**src/rtl/uart_sys_pkg.sv**
```systemverilog
// Shared encodings and default opcodes for the UART command path.
package uart_sys_pkg;

    localparam logic [2:0] ST_IDLE    = 3'b000;
    localparam logic [2:0] ST_WR_ADDR = 3'b001;
    localparam logic [2:0] ST_WR_DATA = 3'b010;
    localparam logic [2:0] ST_RD_ADDR = 3'b011;
    localparam logic [2:0] ST_RD_WAIT = 3'b100;
    localparam logic [2:0] ST_TX_SEND = 3'b101;

    typedef enum logic [2:0] {
        IDLE    = ST_IDLE,
        WR_ADDR = ST_WR_ADDR,
        WR_DATA = ST_WR_DATA,
        RD_ADDR = ST_RD_ADDR,
        RD_WAIT = ST_RD_WAIT,
        TX_SEND = ST_TX_SEND
    } cmd_state_t;

    localparam logic [7:0] WR_CMD_DEF = 8'hAA;
    localparam logic [7:0] RD_CMD_DEF = 8'hBB;

endpackage

```
**src/rtl/uart_cmd_timer.sv**
```systemverilog
// Inter-byte timeout counter; only built when FRAME_TIMEOUT_EN is defined.
module uart_cmd_timer #(
    parameter logic [15:0] TIMEOUT_CYCLES = 16'd50000
) (
    input  logic CLK,
    input  logic RST,
    input  logic run,
    input  logic clr,
    output logic expired
);

    logic [15:0] cnt;

    assign expired = run && !clr
                  && (cnt == TIMEOUT_CYCLES - 16'd1);

    always_ff @(posedge CLK or negedge RST) begin
        if (!RST) begin
            cnt <= '0;
        end else if (!run || clr || expired) begin
            cnt <= '0;
        end else begin
            cnt <= cnt + 16'd1;
        end
    end

endmodule

```
**src/rtl/uart_rx_cmd_ctrl.sv**
```systemverilog
// Decodes received bytes into register-file write/read commands.
// Optional inter-byte timeout: define FRAME_TIMEOUT_EN.
module uart_rx_cmd_ctrl
    import uart_sys_pkg::*;
#(
    parameter int          WIDTH          = 8,
    parameter int          ADDR_WIDTH     = 4,
    parameter logic [7:0]  WR_CMD         = WR_CMD_DEF,
    parameter logic [7:0]  RD_CMD         = RD_CMD_DEF,
    parameter logic [15:0] TIMEOUT_CYCLES = 16'd50000
) (
    input  logic                  CLK,
    input  logic                  RST,
    input  logic [WIDTH-1:0]      RX_P_DATA,
    input  logic                  RX_D_VLD,
    output logic [ADDR_WIDTH-1:0] RF_Address,
    output logic                  RF_WrEn,
    output logic [WIDTH-1:0]      RF_WrData,
    output logic                  RF_RdEn,
    input  logic [WIDTH-1:0]      RF_RdData,
    input  logic                  RF_RdData_Valid,
    output logic [WIDTH-1:0]      TX_P_DATA,
    output logic                  TX_D_VLD,
    input  logic                  TX_Busy,
    output logic                  Cmd_Err
);

    cmd_state_t            state, state_n;
    logic [ADDR_WIDTH-1:0] wr_addr, wr_addr_n, rf_addr_n;
    logic [WIDTH-1:0]      wr_data_n, tx_data_n;
    logic                  wr_en_n, rd_en_n, tx_vld_n, err_n;
    logic                  tmo;

`ifdef FRAME_TIMEOUT_EN
    logic tmr_run;

    assign tmr_run = (state == WR_ADDR)
                  || (state == WR_DATA)
                  || (state == RD_ADDR);

    uart_cmd_timer #(
        .TIMEOUT_CYCLES(TIMEOUT_CYCLES)
    ) u_timer (
        .CLK    (CLK),
        .RST    (RST),
        .run    (tmr_run),
        .clr    (RX_D_VLD),
        .expired(tmo)
    );
`else
    logic unused_tmo_cfg;

    assign unused_tmo_cfg = ^TIMEOUT_CYCLES;
    assign tmo = 1'b0;
`endif

    always_ff @(posedge CLK or negedge RST) begin
        if (!RST) begin
            state      <= IDLE;
            wr_addr    <= '0;
            RF_Address <= '0;
            RF_WrEn    <= 1'b0;
            RF_WrData  <= '0;
            RF_RdEn    <= 1'b0;
            TX_P_DATA  <= '0;
            TX_D_VLD   <= 1'b0;
            Cmd_Err    <= 1'b0;
        end else begin
            state      <= state_n;
            wr_addr    <= wr_addr_n;
            RF_Address <= rf_addr_n;
            RF_WrEn    <= wr_en_n;
            RF_WrData  <= wr_data_n;
            RF_RdEn    <= rd_en_n;
            TX_P_DATA  <= tx_data_n;
            TX_D_VLD   <= tx_vld_n;
            Cmd_Err    <= err_n;
        end
    end

    always_comb begin
        state_n   = state;
        wr_addr_n = wr_addr;
        rf_addr_n = RF_Address;
        wr_data_n = RF_WrData;
        tx_data_n = TX_P_DATA;
        wr_en_n   = 1'b0;
        rd_en_n   = 1'b0;
        tx_vld_n  = 1'b0;
        err_n     = 1'b0;
        unique case (state)
            IDLE: begin
                if (RX_D_VLD) begin
                    if (RX_P_DATA == WIDTH'(WR_CMD)) begin
                        state_n = WR_ADDR;
                    end else if (RX_P_DATA == WIDTH'(RD_CMD)) begin
                        state_n = RD_ADDR;
                    end else begin
                        err_n = 1'b1;
                    end
                end
            end
            WR_ADDR: begin
                if (RX_D_VLD) begin
                    wr_addr_n = RX_P_DATA[ADDR_WIDTH-1:0];
                    state_n   = WR_DATA;
                end else if (tmo) begin
                    err_n   = 1'b1;
                    state_n = IDLE;
                end
            end
            WR_DATA: begin
                if (RX_D_VLD) begin
                    wr_en_n   = 1'b1;
                    rf_addr_n = wr_addr;
                    wr_data_n = RX_P_DATA;
                    state_n   = IDLE;
                end else if (tmo) begin
                    err_n   = 1'b1;
                    state_n = IDLE;
                end
            end
            RD_ADDR: begin
                if (RX_D_VLD) begin
                    rd_en_n   = 1'b1;
                    rf_addr_n = RX_P_DATA[ADDR_WIDTH-1:0];
                    state_n   = RD_WAIT;
                end else if (tmo) begin
                    err_n   = 1'b1;
                    state_n = IDLE;
                end
            end
            RD_WAIT: begin
                err_n = RX_D_VLD;
                if (RF_RdData_Valid) begin
                    tx_data_n = RF_RdData;
                    state_n   = TX_SEND;
                end
            end
            TX_SEND: begin
                // Bytes arriving while the reply is pending are discarded.
                err_n = RX_D_VLD;
                if (!TX_Busy) begin
                    tx_vld_n = 1'b1;
                    state_n  = IDLE;
                end
            end
            default: state_n = IDLE;
        endcase
    end

endmodule

```
**config.mk**
```make
export PLATFORM = sky130hd
export DESIGN_NAME = uart_rx_cmd_ctrl
export DESIGN_NICKNAME = d
export VERILOG_FILES = /design/src/rtl/uart_sys_pkg.sv /design/src/rtl/uart_cmd_timer.sv /design/src/rtl/uart_rx_cmd_ctrl.sv
export SDC_FILE = /design/constraint.sdc
export NUM_CORES = 1
export LEC_CHECK = 0
export ABC_AREA = 1
export CAP_MARGIN = 20
export CORE_UTILIZATION = 45
export CTS_CLUSTER_SIZE = 20
export DETAILED_ROUTE_END_ITERATION = 12
export GPL_TIMING_DRIVEN = 1
export PLACE_DENSITY = 0.79
export SLEW_MARGIN = 15
export SYNTH_ARGS = -nofsm -noshare
export SYNTH_HDL_FRONTEND = slang
export SYNTH_SLANG_ARGS = --single-unit
```
**constraint.sdc**
```tcl
create_clock -name CLK -period 3.3 [get_ports CLK]
set_input_delay 0.66 -clock CLK [delete_from_list [all_inputs] [get_ports CLK]]
set_output_delay 0.66 -clock CLK [all_outputs]
set_load 0.01 [all_outputs]
```
==> summary.txt, run 1 <==
Status
  – Outcome: finished, final reports clean

CTS
  – Worst-Skew Late Latency: 0.33 ns
  – TritonCTS clock tree: yes
  – Bufs on Longest Clock Path: 2
  – Clock buffer count from CTS: 5
  – Clk pin slew, worst setup/hold paths: 0.10 ns
  – CTS root buffer: clkbuf_4
  – CTS Hold Bufs: 0
  – Clk sink count: 31
  – H-tree levels: 2
  – Number of post-CTS setup repair buffers: 0
  – CTS resizes: 0

STA
  – Slew Viols, Final: 0
  – Final Setup Violations: 0
  – Ratio of final minimum period to clock period: 60.1%
  – RSZ-0062 raised after global routing: no
  – Clock skew: 0.00650 ns
  – Slew @ Worst Pin: 0.622 ns
  – Post-route setup TNS: 0 ns
  – Final count of hold timing violations: 0
  – Fmax: 504 MHz
  – Slew margin rel.: 58.6%
  – Final min period: 1.98 ns

Pwr
  – Pwr per Cell Area: 862 mW/mm^2
  – Peak supply drop: 0.590 mV
  – Leakage: 0.000882 uW

Hold path
  – Hold_sp: wr_addr[2]$_DFFE_PN0P_
  – Min-Delay Path Class: reg2reg
  – Hold Path Cell Cnt: 2
  – Hold EP: wr_addr[2]$_DFFE_PN0P_

Floorplan
  – # IOs: 45
  – Chip height: 57.1 um
  – Die W: 57.1 um
  – Die area: 0.00326 mm^2
  – Initial Util: 48.7%
  – Core Region: 0.00281 mm^2
  – Rows: 19

Worst setup path
  – Crit. End Element: flip-flop
  – Startpoint Class: input port
  – Req. time, crit path: 3.52 ns
  – Arrival @ worst endpoint: 2.21 ns
  – Worst-path maximum fanout: 15
  – RR Startpoint: state[2]$_DFFE_PN0P_
  – R2R Path End: RF_WrData[5]$_DFFE_PN0P_
  – Critical path class: in2reg
  – Register-to-Register Path Depth: 8
  – R2r setup slk: 1.54 ns

Detailed routing
  – Initial DRC count: 32
  – Vias: 1135
  – DR DRC count: 0
  – Routed Antenna Nets: 0
  – Detailed Routing Iterations Pass 1: 5
  – Overall routed net length: 2.90 mm
  – Drt wl/cell: 13.1 um
  – Avg Vias per Cell: 5.14

Layout
  – Layout cells sized above 1: 15.3%
  – Ant. Diodes: 0
  – Nets@finish: 211
  – Commonest cells after routing, fill and taps aside: clkdlybuf4s50_1, nand2_1, dfrtp_1
  – Commonest non-fill, non-tap cell in the layout: clkdlybuf4s50_1
  – Area growth, synth to finish: 36.9%
  – Layout Cells excl Fill: 221
  – Fin util: 66.6%

GRT
  – Initial antenna violation count: 0
  – First-pass GRT wire length: 4.89 mm
  – GRT Overall Usage: 20.0%
  – Largest net degree at the start of global routing: 32
  – Vias in the first global route: 1164
  – Total gr overflow: 0

Place
  – Half-perimeter wire length after placement: 2.19 mm
  – Dpl cells: 214
  – Port Buffers: 44
  – Gpl congestion: 0.810

Yosys
  – Synthesized area: 0.00137 mm^2
  – Post-synthesis sequential area ratio: 56.8%
  – Cells after synthesis: 142
  – Yosys reg bits: 31
  – Ys Warns: 0
  – Mean Syn Cell Area: 9.61 um^2
  – Netlist cell types: 19
  – Post-Synthesis Net Count: 163

Job
  – MaxCap Viol Count: 0
[sequential cells by signal (all words and copies together), names as in the netlist]
name	cells
RF_WrData	8
TX_P_DATA	8
RF_Address	4
wr_addr	4
state	3
Cmd_Err	1
RF_RdEn	1
RF_WrEn	1
TX_D_VLD	1
[per-stage QoR]
step                      hold slack (ns)  setup WS [ns]  total power (uW)  instance area [um^2]
after global routing                0.525           1.20              1730                  1870
after detailed placement            0.472          0.983              1400                  1810
after global placement              0.468           1.07              1370                  1810
after floorplan                     0.364           1.76              1060                  1370
final                               0.496           1.32              1610                  1870
after CTS                           0.500           1.33              1630                  1870
[layout make-up]
class / count / area (um^2)
clock inverters: 1 / 5.00
multi-input cells: 95 / 500
flip-flops and latches: 31 / 776
inverters: 12 / 50.0
repair buffers: 45 / 448
well taps: 31 / 38.8
clock buffers: 6 / 51.3
fillers: 230 / 936
[layer usage]
layer | wire length, um | GRT usage (%) | part of all wire [%]
met4 | 40 | 6.97 | 1.4
met3 | 199 | 8.16 | 6.9
met1 | 1190 | 22.6 | 41
met5 | 0 | 0 | 0
met2 | 1470 | 34.1 | 51
[power by group]
group | total [uW] | switching, uW | internal, uW
registers | 666 | 119 | 547
logic | 721 | 338 | 383
clock network | 224 | 126 | 98.6
[worst max-delay path: stages]
cell and delay, ns:
clkdlybuf4s50_1 0.49, nand2_4 0.12, nor2_4 0.04, inv_2 0.07, or2_1 0.50, inv_1 0.16
nand2_1 0.10, nand2_1 0.05
[worst max path at each step]
stage	startpoint	depth (start not counted)	slack (ns)	to
floorplan	RX_D_VLD	8	1.76	RF_WrData[4]$_DFFE_PN0P_
global placement	RX_D_VLD	8	1.07	RF_WrData[5]$_DFFE_PN0P_
detailed placement	RX_D_VLD	8	0.98	RF_WrData[5]$_DFFE_PN0P_
CTS	RX_D_VLD	8	1.33	RF_WrData[5]$_DFFE_PN0P_
global route	RX_D_VLD	8	1.20	RF_WrData[5]$_DFFE_PN0P_
finish	RX_D_VLD	8	1.32	RF_WrData[5]$_DFFE_PN0P_
[kinds of logic (layout without fill, tap and decap cells)]
group	after synthesis	in the layout	synth area share, %
muxes	8	8	6.60
buffers and inverters	16	64	6.51
and+or+nand+nor	68	68	21.4
AOI/OAI and AO/OA	19	19	8.62
DFF	31	31	56.8
[Yosys cell counts (all sizes together)]
| cell | n | share of area [%] |
|---|---|---|
| a21oi | 1 | 0.37 |
| buf | 4 | 2.8 |
| dfrtp | 31 | 57 |
| inv | 12 | 3.7 |
| mux2 | 8 | 6.6 |
| nand2 | 43 | 13 |
| nand3 | 7 | 2.6 |
| nand4 | 2 | 0.92 |
| nor2 | 14 | 4.4 |
| nor3 | 1 | 0.37 |
| o21ai | 18 | 8.2 |
| or2 | 1 | 0.46 |
(Power assumes the default switching activity.)
==> run 2: changes to the inputs <==
==> constraint.sdc (replaced) <==
create_clock -name CLK -period 1.85 [get_ports CLK]
set_input_delay 0.37 -clock CLK [delete_from_list [all_inputs] [get_ports CLK]]
set_output_delay 0.37 -clock CLK [all_outputs]
set_load 0.01 [all_outputs]
==> run 2 against run 1 <==
  * Sequential share of layout area decreased by 0.98 points
  * Via count is 1.7% higher
  * Count of clock-buffer cells in the layout unchanged
  * Clock skew rose by 0.0015 ns
  * Critical path type is now reg2out
  * Critical endpoint is now RF_WrData[0]
  * Largest cell class unchanged
==> summary.txt, run 2 (synthesized netlist as in run 1, its figures left out) <==
Pwr
  – Sequential power share: 38.7% (was 41.3%)
  – Clk network pwr share: 18.3% (was 13.9%)
  – NetSw: 1070 uW (was 583 uW)
  – Switching Share: 35.0% (was 36.2%)
  – Peak supply drop: 1.08 mV (was 0.590 mV)
  – Total power: 3070 uW (was 1610 uW)
  – Int Power: 1990 uW (was 1030 uW)
  – Leakage: 0.000907 uW (was 0.000882 uW)
  – Combinational Power Share: 43.0% (was 44.8%)
  – Pwr per Cell Area: 1600 mW/mm^2 (was 862 mW/mm^2)

Floorplan
  – Core Region: 0.00281 mm^2 (unchanged)
  – Die W: 57.1 um (unchanged)
  – Chip height: 57.1 um (unchanged)
  – Rows: 19 (unchanged)
  – Die area: 0.00326 mm^2 (unchanged)
  – # IOs: 45 (unchanged)
  – Initial Util: 48.7% (unchanged)

Layout
  – Commonest non-fill, non-tap cell in the layout: clkdlybuf4s50_1 (unchanged)
  – Fill count: 241 (was 230)
  – Fin util: 68.2% (was 66.6%)
  – Ant. Diodes: 0 (unchanged)
  – Commonest cells after routing, fill and taps aside: clkdlybuf4s50_1, nand2_1, dfrtp_1 (unchanged)
  – Registers with the most flip-flops: RF_WrData x8, TX_P_DATA x8 (unchanged)
  – Area growth, synth to finish: 40.2% (was 36.9%)
  – Nets@finish: 213 (was 211)
  – Layout cells sized above 1: 17.1% (was 15.3%)

GRT
  – Vias in the first global route: 1142 (was 1164)
  – Initial antenna violation count: 0 (unchanged)
  – First-pass GRT wire length: 4.96 mm (was 4.89 mm)
  – Largest net degree at the start of global routing: 32 (unchanged)
  – GRT Overall Usage: 20.4% (was 20.0%)
  – Total gr overflow: 0 (unchanged)

CTS
  – Number of post-CTS setup repair buffers: 0 (unchanged)
  – Clock buffer count from CTS: 5 (unchanged)
  – TritonCTS clock tree: yes (unchanged)
  – Bufs on Longest Clock Path: 2 (unchanged)
  – H-tree levels: 2 (unchanged)
  – Clk pin slew, worst setup/hold paths: 0.10 ns (about the same)
  – Clk sink count: 31 (unchanged)
  – CTS root buffer: clkbuf_4 (unchanged)
  – Worst-Skew Late Latency: 0.34 ns (was 0.33 ns)

STA
  – Final min period: 1.66 ns
  – Final count of hold timing violations: 0 (unchanged)
  – Slew @ Worst Pin: 0.387 ns (was 0.622 ns)
  – Final Setup Violations: 0 (unchanged)
  – Slew Viols, Final: 0 (unchanged)
  – Slew margin rel.: 74.2% (was 58.6%)
  – Hold Slack: 0.405 ns (was 0.496 ns)
  – Fmax: 602 MHz
  – RSZ-0062 raised after global routing: no (unchanged)
  – Clock skew: 0.00800 ns (was 0.00650 ns)
  – Ratio of final minimum period to clock period: 89.9%

Worst setup path
  – Crit path cell chain: clkdlybuf4s50_1 (was clkdlybuf4s50_1, nand2_4, nor2_4, inv_2, or2_1, inv_1, nand2_1, nand2_1)
  – Critical path's slowest cell: clkdlybuf4s50_1 (was or2_1)
  – Worst Path Buf+Inv: 1 (was 3)
  – Arrival @ worst endpoint: 1.29 ns (was 2.21 ns)
  – Req. time, crit path: 1.48 ns (was 3.52 ns)
  – Startpoint Class: flip-flop (was input port)
  – CP max stage delay: 0.56 ns (was 0.50 ns)
  – Top delay family on crit path: buffers and inverters (was simple AND/OR/NAND/NOR gates)
  – Worst-path maximum fanout: 2 (was 15)
  – Critical path class: reg2out (was in2reg)
  – Crit. End Element: output port (was flip-flop)

Detailed routing
  – Drt wl/cell: 13.1 um (about the same)
  – Detailed Routing Iterations Pass 1: 4 (was 5)
  – Avg Vias per Cell: 5.15 (was 5.14)
  – Vias: 1154 (was 1135)
  – Routed Antenna Nets: 0 (unchanged)
  – Initial DRC count: 33 (was 32)
  – DR DRC count: 0 (unchanged)
  – Overall routed net length: 2.95 mm (was 2.90 mm)

Place
  – Gpl congestion: 0.806 (was 0.810)
  – Port Buffers: 44 (unchanged)
  – Half-perimeter wire length after placement: 2.17 mm (was 2.19 mm)

Job
  – MaxCap Viol Count: 0 (unchanged)

Status
  – Outcome: finished, final reports clean (unchanged)

Hold path
  – Min-Delay Path Class: in2async (was reg2reg)
run 2: cell count changes in the layout (fill, tap and decap cells not counted):
cell / delta
buf_4: +2
bufinv_16: +1
or2_1: -1
or2_2: +1
run 2: layer usage:
metal  part of all wire, %  vias to the layer above  GRT usage (%)
met5                     0                        -              0
met4                   2.1                        0           8.71
met3                   7.8                       11           8.84
met2                    51                       43           33.1
met1                    39                      544           23.7
li1                      -                      556              -
run 2: area by class of cell:
type                    count  area, um^2  area share [%]
clock buffers               6        51.3            2.68
clock inverters             2        35.0            1.83
inverters                  12        50.0            2.61
multi-input cells          95         500            26.1
flip-flops and latches     31         776            40.5
well taps                  31        38.8            2.03
repair buffers             47         463            24.2
run 2: path summary, 6_finish.rpt:
path                                          start                  endpoint  slack [ns]  cells after the start
hold reg to reg              wr_addr[0]$_DFFE_PN0P_    wr_addr[0]$_DFFE_PN0P_        0.50                      2
setup / recovery           RF_WrData[0]$_DFFE_PN0P_              RF_WrData[0]        0.19                      1
setup reg to reg               state[2]$_DFFE_PN0P_  RF_WrData[7]$_DFFE_PN0P_        0.26                      8
max in group asynchronous                       RST    wr_addr[0]$_DFFE_PN0P_        1.15                      2
hold / removal                                  RST         RF_WrEn$_DFF_PN0_        0.41                      2
min in group CLK             wr_addr[0]$_DFFE_PN0P_    wr_addr[0]$_DFFE_PN0P_        0.50                      2
run 2: what timing repair did:
item | CTS | global route
setup endpoints to repair | 0 | 1
gates resized for setup | 0 | 1
hold buffers | 0 | 0
run 2: stage by stage:
step | area (um^2) | instances | TNS [ns] | worst slack, ns
final | 1910 | 224 | 0 | 0.188
after floorplan | 1370 | 142 | 0 | 0.429
after global placement | 1830 | 216 | -0.274 | -0.0464
after CTS | 1910 | 224 | 0 | 0.129
after global routing | 1910 | 224 | 0 | 0.131
after detailed placement | 1830 | 216 | -0.774 | -0.151
run 2: power groups by stage:
stage / clock (uW) / combinational (uW) / sequential [uW]
floorplan: 0 / 655 / 1240
global placement: 0 / 1270 / 1180
detailed placement: 0 / 1320 / 1200
CTS: 569 / 1330 / 1190
global route: 599 / 1450 / 1220
finish: 561 / 1320 / 1190
==> run 3: changes to the inputs <==
--- a/config.mk
+++ b/config.mk
@@ -7,11 +7,15 @@
 export LEC_CHECK = 0
 export ABC_AREA = 1
 export CAP_MARGIN = 20
-export CORE_UTILIZATION = 45
+export CELL_PAD_IN_SITES_DETAIL_PLACEMENT = 0
+export CELL_PAD_IN_SITES_GLOBAL_PLACEMENT = 1
+export CORE_UTILIZATION = 33
 export CTS_CLUSTER_SIZE = 20
 export DETAILED_ROUTE_END_ITERATION = 12
 export GPL_TIMING_DRIVEN = 1
-export PLACE_DENSITY = 0.79
+export HOLD_SLACK_MARGIN = 0.15
+export PLACE_DENSITY_LB_ADDON = 0.1
+export SKIP_LAST_GASP = 1
 export SLEW_MARGIN = 15
 export SYNTH_ARGS = -nofsm -noshare
 export SYNTH_HDL_FRONTEND = slang
==> run 3 against run 2 <==
  * Core utilization decreased by 19 points
  * Cell count grew 8.9%
  * Total power fell by 1.7%
  * First-iteration DRC count increased by 45%
  * Non-clock buffer count up 2
  * Clock skew is 0.0023 ns lower
  * Die area grew 35%
==> summary.txt, run 3 (synthesized netlist as in run 1, its figures left out) <==
CTS
  – Number of post-CTS setup repair buffers: 0 (unchanged)
  – Worst-Skew Late Latency: 0.27 ns (was 0.34 ns)
  – Clock buffer count from CTS: 5 (unchanged)
  – CTS root buffer: clkbuf_8 (was clkbuf_4)
  – CTS Hold Bufs: 0 (unchanged)
  – Clk pin slew, worst setup/hold paths: 0.06 ns (was 0.10 ns)
  – H-tree levels: 2 (unchanged)
  – Clk sink count: 31 (unchanged)
  – TritonCTS clock tree: yes (unchanged)
  – Bufs on Longest Clock Path: 2 (unchanged)

Worst setup path
  – Req. time, crit path: 2.06 ns (was 1.48 ns)
  – Crit. End Element: flip-flop (was output port)
  – Critical path class: in2reg (was reg2out)
  – Arrival @ worst endpoint: 1.80 ns (was 1.29 ns)
  – Worst-path maximum fanout: 15 (was 2)
  – Startpoint Class: input port (was flip-flop)
  – Register-to-Register Path Depth: 8 (unchanged)

Hold path
  – Hold Path Cell Cnt: 2
  – Min-Delay Path Class: reg2reg (was in2async)

Floorplan
  – Initial Util: 34.4% (was 48.7%)
  – Die W: 66.3 um (was 57.1 um)
  – Rows: 23 (was 19)
  – Die area: 0.00440 mm^2 (was 0.00326 mm^2)
  – Chip height: 66.3 um (was 57.1 um)
  – # IOs: 45 (unchanged)
  – Core Region: 0.00397 mm^2 (was 0.00281 mm^2)

STA
  – Final min period: 1.59 ns (was 1.66 ns)
  – Final Setup Violations: 0 (unchanged)
  – Post-route setup TNS: 0 ns (unchanged)
  – Fmax: 628 MHz (was 602 MHz)
  – Clock skew: 0.00572 ns (was 0.00800 ns)
  – Slew margin rel.: 73.4% (was 74.2%)
  – Slew @ Worst Pin: 0.398 ns (was 0.387 ns)
  – Ratio of final minimum period to clock period: 86.1% (was 89.9%)
  – Hold Slack: 0.482 ns (was 0.405 ns)
  – Worst setup margin: 0.258 ns (was 0.188 ns)
  – Slew Viols, Final: 0 (unchanged)
  – Final count of hold timing violations: 0 (unchanged)
  – RSZ-0062 raised after global routing: no (unchanged)

Detailed routing
  – Vias: 1130 (was 1154)
  – Detailed Routing Iterations Pass 1: 4 (unchanged)
  – Drt wl/cell: 12.3 um (was 13.1 um)
  – Avg Vias per Cell: 4.63 (was 5.15)
  – Routed Antenna Nets: 0 (unchanged)
  – DR DRC count: 0 (unchanged)
  – Initial DRC count: 48 (was 33)
  – Overall routed net length: 2.99 mm (was 2.95 mm)

Layout
  – Fill count: 384 (was 241)
  – Commonest non-fill, non-tap cell in the layout: clkdlybuf4s50_1 (unchanged)
  – Commonest cells after routing, fill and taps aside: clkdlybuf4s50_1, nand2_1, dfrtp_1 (unchanged)
  – Registers with the most flip-flops: RF_WrData x8, TX_P_DATA x8 (unchanged)
  – Area growth, synth to finish: 43.2% (was 40.2%)
  – Ant. Diodes: 0 (unchanged)
  – Fin util: 49.2% (was 68.2%)
  – Layout cells sized above 1: 17.5% (was 17.1%)
  – Nets@finish: 215 (was 213)
  – Layout Cells excl Fill: 244 (was 224)

Place
  – Port Buffers: 44 (unchanged)
  – Dpl cells: 237 (was 216)
  – Pre-CTS setup slack: -0.132 ns (was -0.151 ns)
  – Gpl congestion: 0.751 (was 0.806)
  – Half-perimeter wire length after placement: 2.26 mm (was 2.17 mm)

Pwr
  – Pwr per Cell Area: 1540 mW/mm^2 (was 1600 mW/mm^2)
  – Leakage: 0.000914 uW (was 0.000907 uW)
  – Peak supply drop: 0.587 mV (was 1.08 mV)

GRT
  – First-pass GRT wire length: 5.10 mm (was 4.96 mm)
  – GRT Overall Usage: 15.7% (was 20.4%)
  – Initial antenna violation count: 0 (unchanged)
  – Total gr overflow: 0 (unchanged)
  – Vias in the first global route: 1147 (was 1142)
  – Largest net degree at the start of global routing: 32 (unchanged)

Job
  – MaxCap Viol Count: 0 (unchanged)

Status
  – Outcome: finished, final reports clean (unchanged)
[run 3: path summary, 6_finish.rpt]
| path | slack (ns) | end | startpoint |
|---|---|---|---|
| max | 0.26 | RF_WrData[5]$_DFFE_PN0P_ | RX_D_VLD |
| min | 0.48 | RF_Address[2]$_DFFE_PN0P_ | RF_Address[2]$_DFFE_PN0P_ |
| max reg2reg | 0.27 | RF_WrData[5]$_DFFE_PN0P_ | state[2]$_DFFE_PN0P_ |
| min reg2reg | 0.48 | RF_Address[2]$_DFFE_PN0P_ | RF_Address[2]$_DFFE_PN0P_ |
| max in group asynchronous | 1.07 | state[0]$_DFFE_PN0P_ | RST |
| min in group asynchronous | 0.49 | TX_P_DATA[7]$_DFFE_PN0P_ | RST |
[run 3: timing repair]
item	4_1_cts	5_1_grt
endpoints found under the setup margin	0	2
resized for setup	0	1
endpoints found under the hold margin	0	0
[run 3: power breakdown]
part           total, uW  internal [uW]  switching [uW]
Clock                522            291             231
Sequential          1180            978             205
Combinational       1310            706             605
Total               3020           1980            1040
[run 3: layer usage]
metal | routed length, um | global-route usage, % | part of all wire [%] | vias up
met5 | 0 | 0 | 0 | -
met4 | 47 | 7.18 | 1.6 | 0
met3 | 150 | 5.17 | 5.0 | 4
met2 | 1440 | 25.3 | 48 | 21
met1 | 1360 | 18.9 | 45 | 546
li1 | - | - | - | 559
[run 3: stage by stage]
stage / area, um^2 / total power (uW)
after global routing: 1950 / 3250
after detailed placement: 1870 / 2530
after CTS: 1950 / 3060
final: 1950 / 3020
after global placement: 1870 / 2480
after floorplan: 1370 / 1890
[run 3: final cells by class]
| class | instances | area [um^2] | area share, % |
|---|---|---|---|
| repair buffers | 49 | 478 | 24.5 |
| flip-flops and latches | 31 | 776 | 39.7 |
| clock buffers | 6 | 82.6 | 4.23 |
| inverters | 12 | 50.0 | 2.56 |
| clock inverters | 1 | 5.00 | 0.256 |
| multi-input cells | 95 | 500 | 25.6 |
| well taps | 50 | 62.6 | 3.20 |
[run 3: critical path, cell delays in order]
cell and delay [ns]:
clkdlybuf4s50_1 0.55, nand2_4 0.08, nor2_4 0.09, inv_2 0.04
or2_2 0.42, inv_1 0.14, nand2_1 0.06, nand2_1 0.06
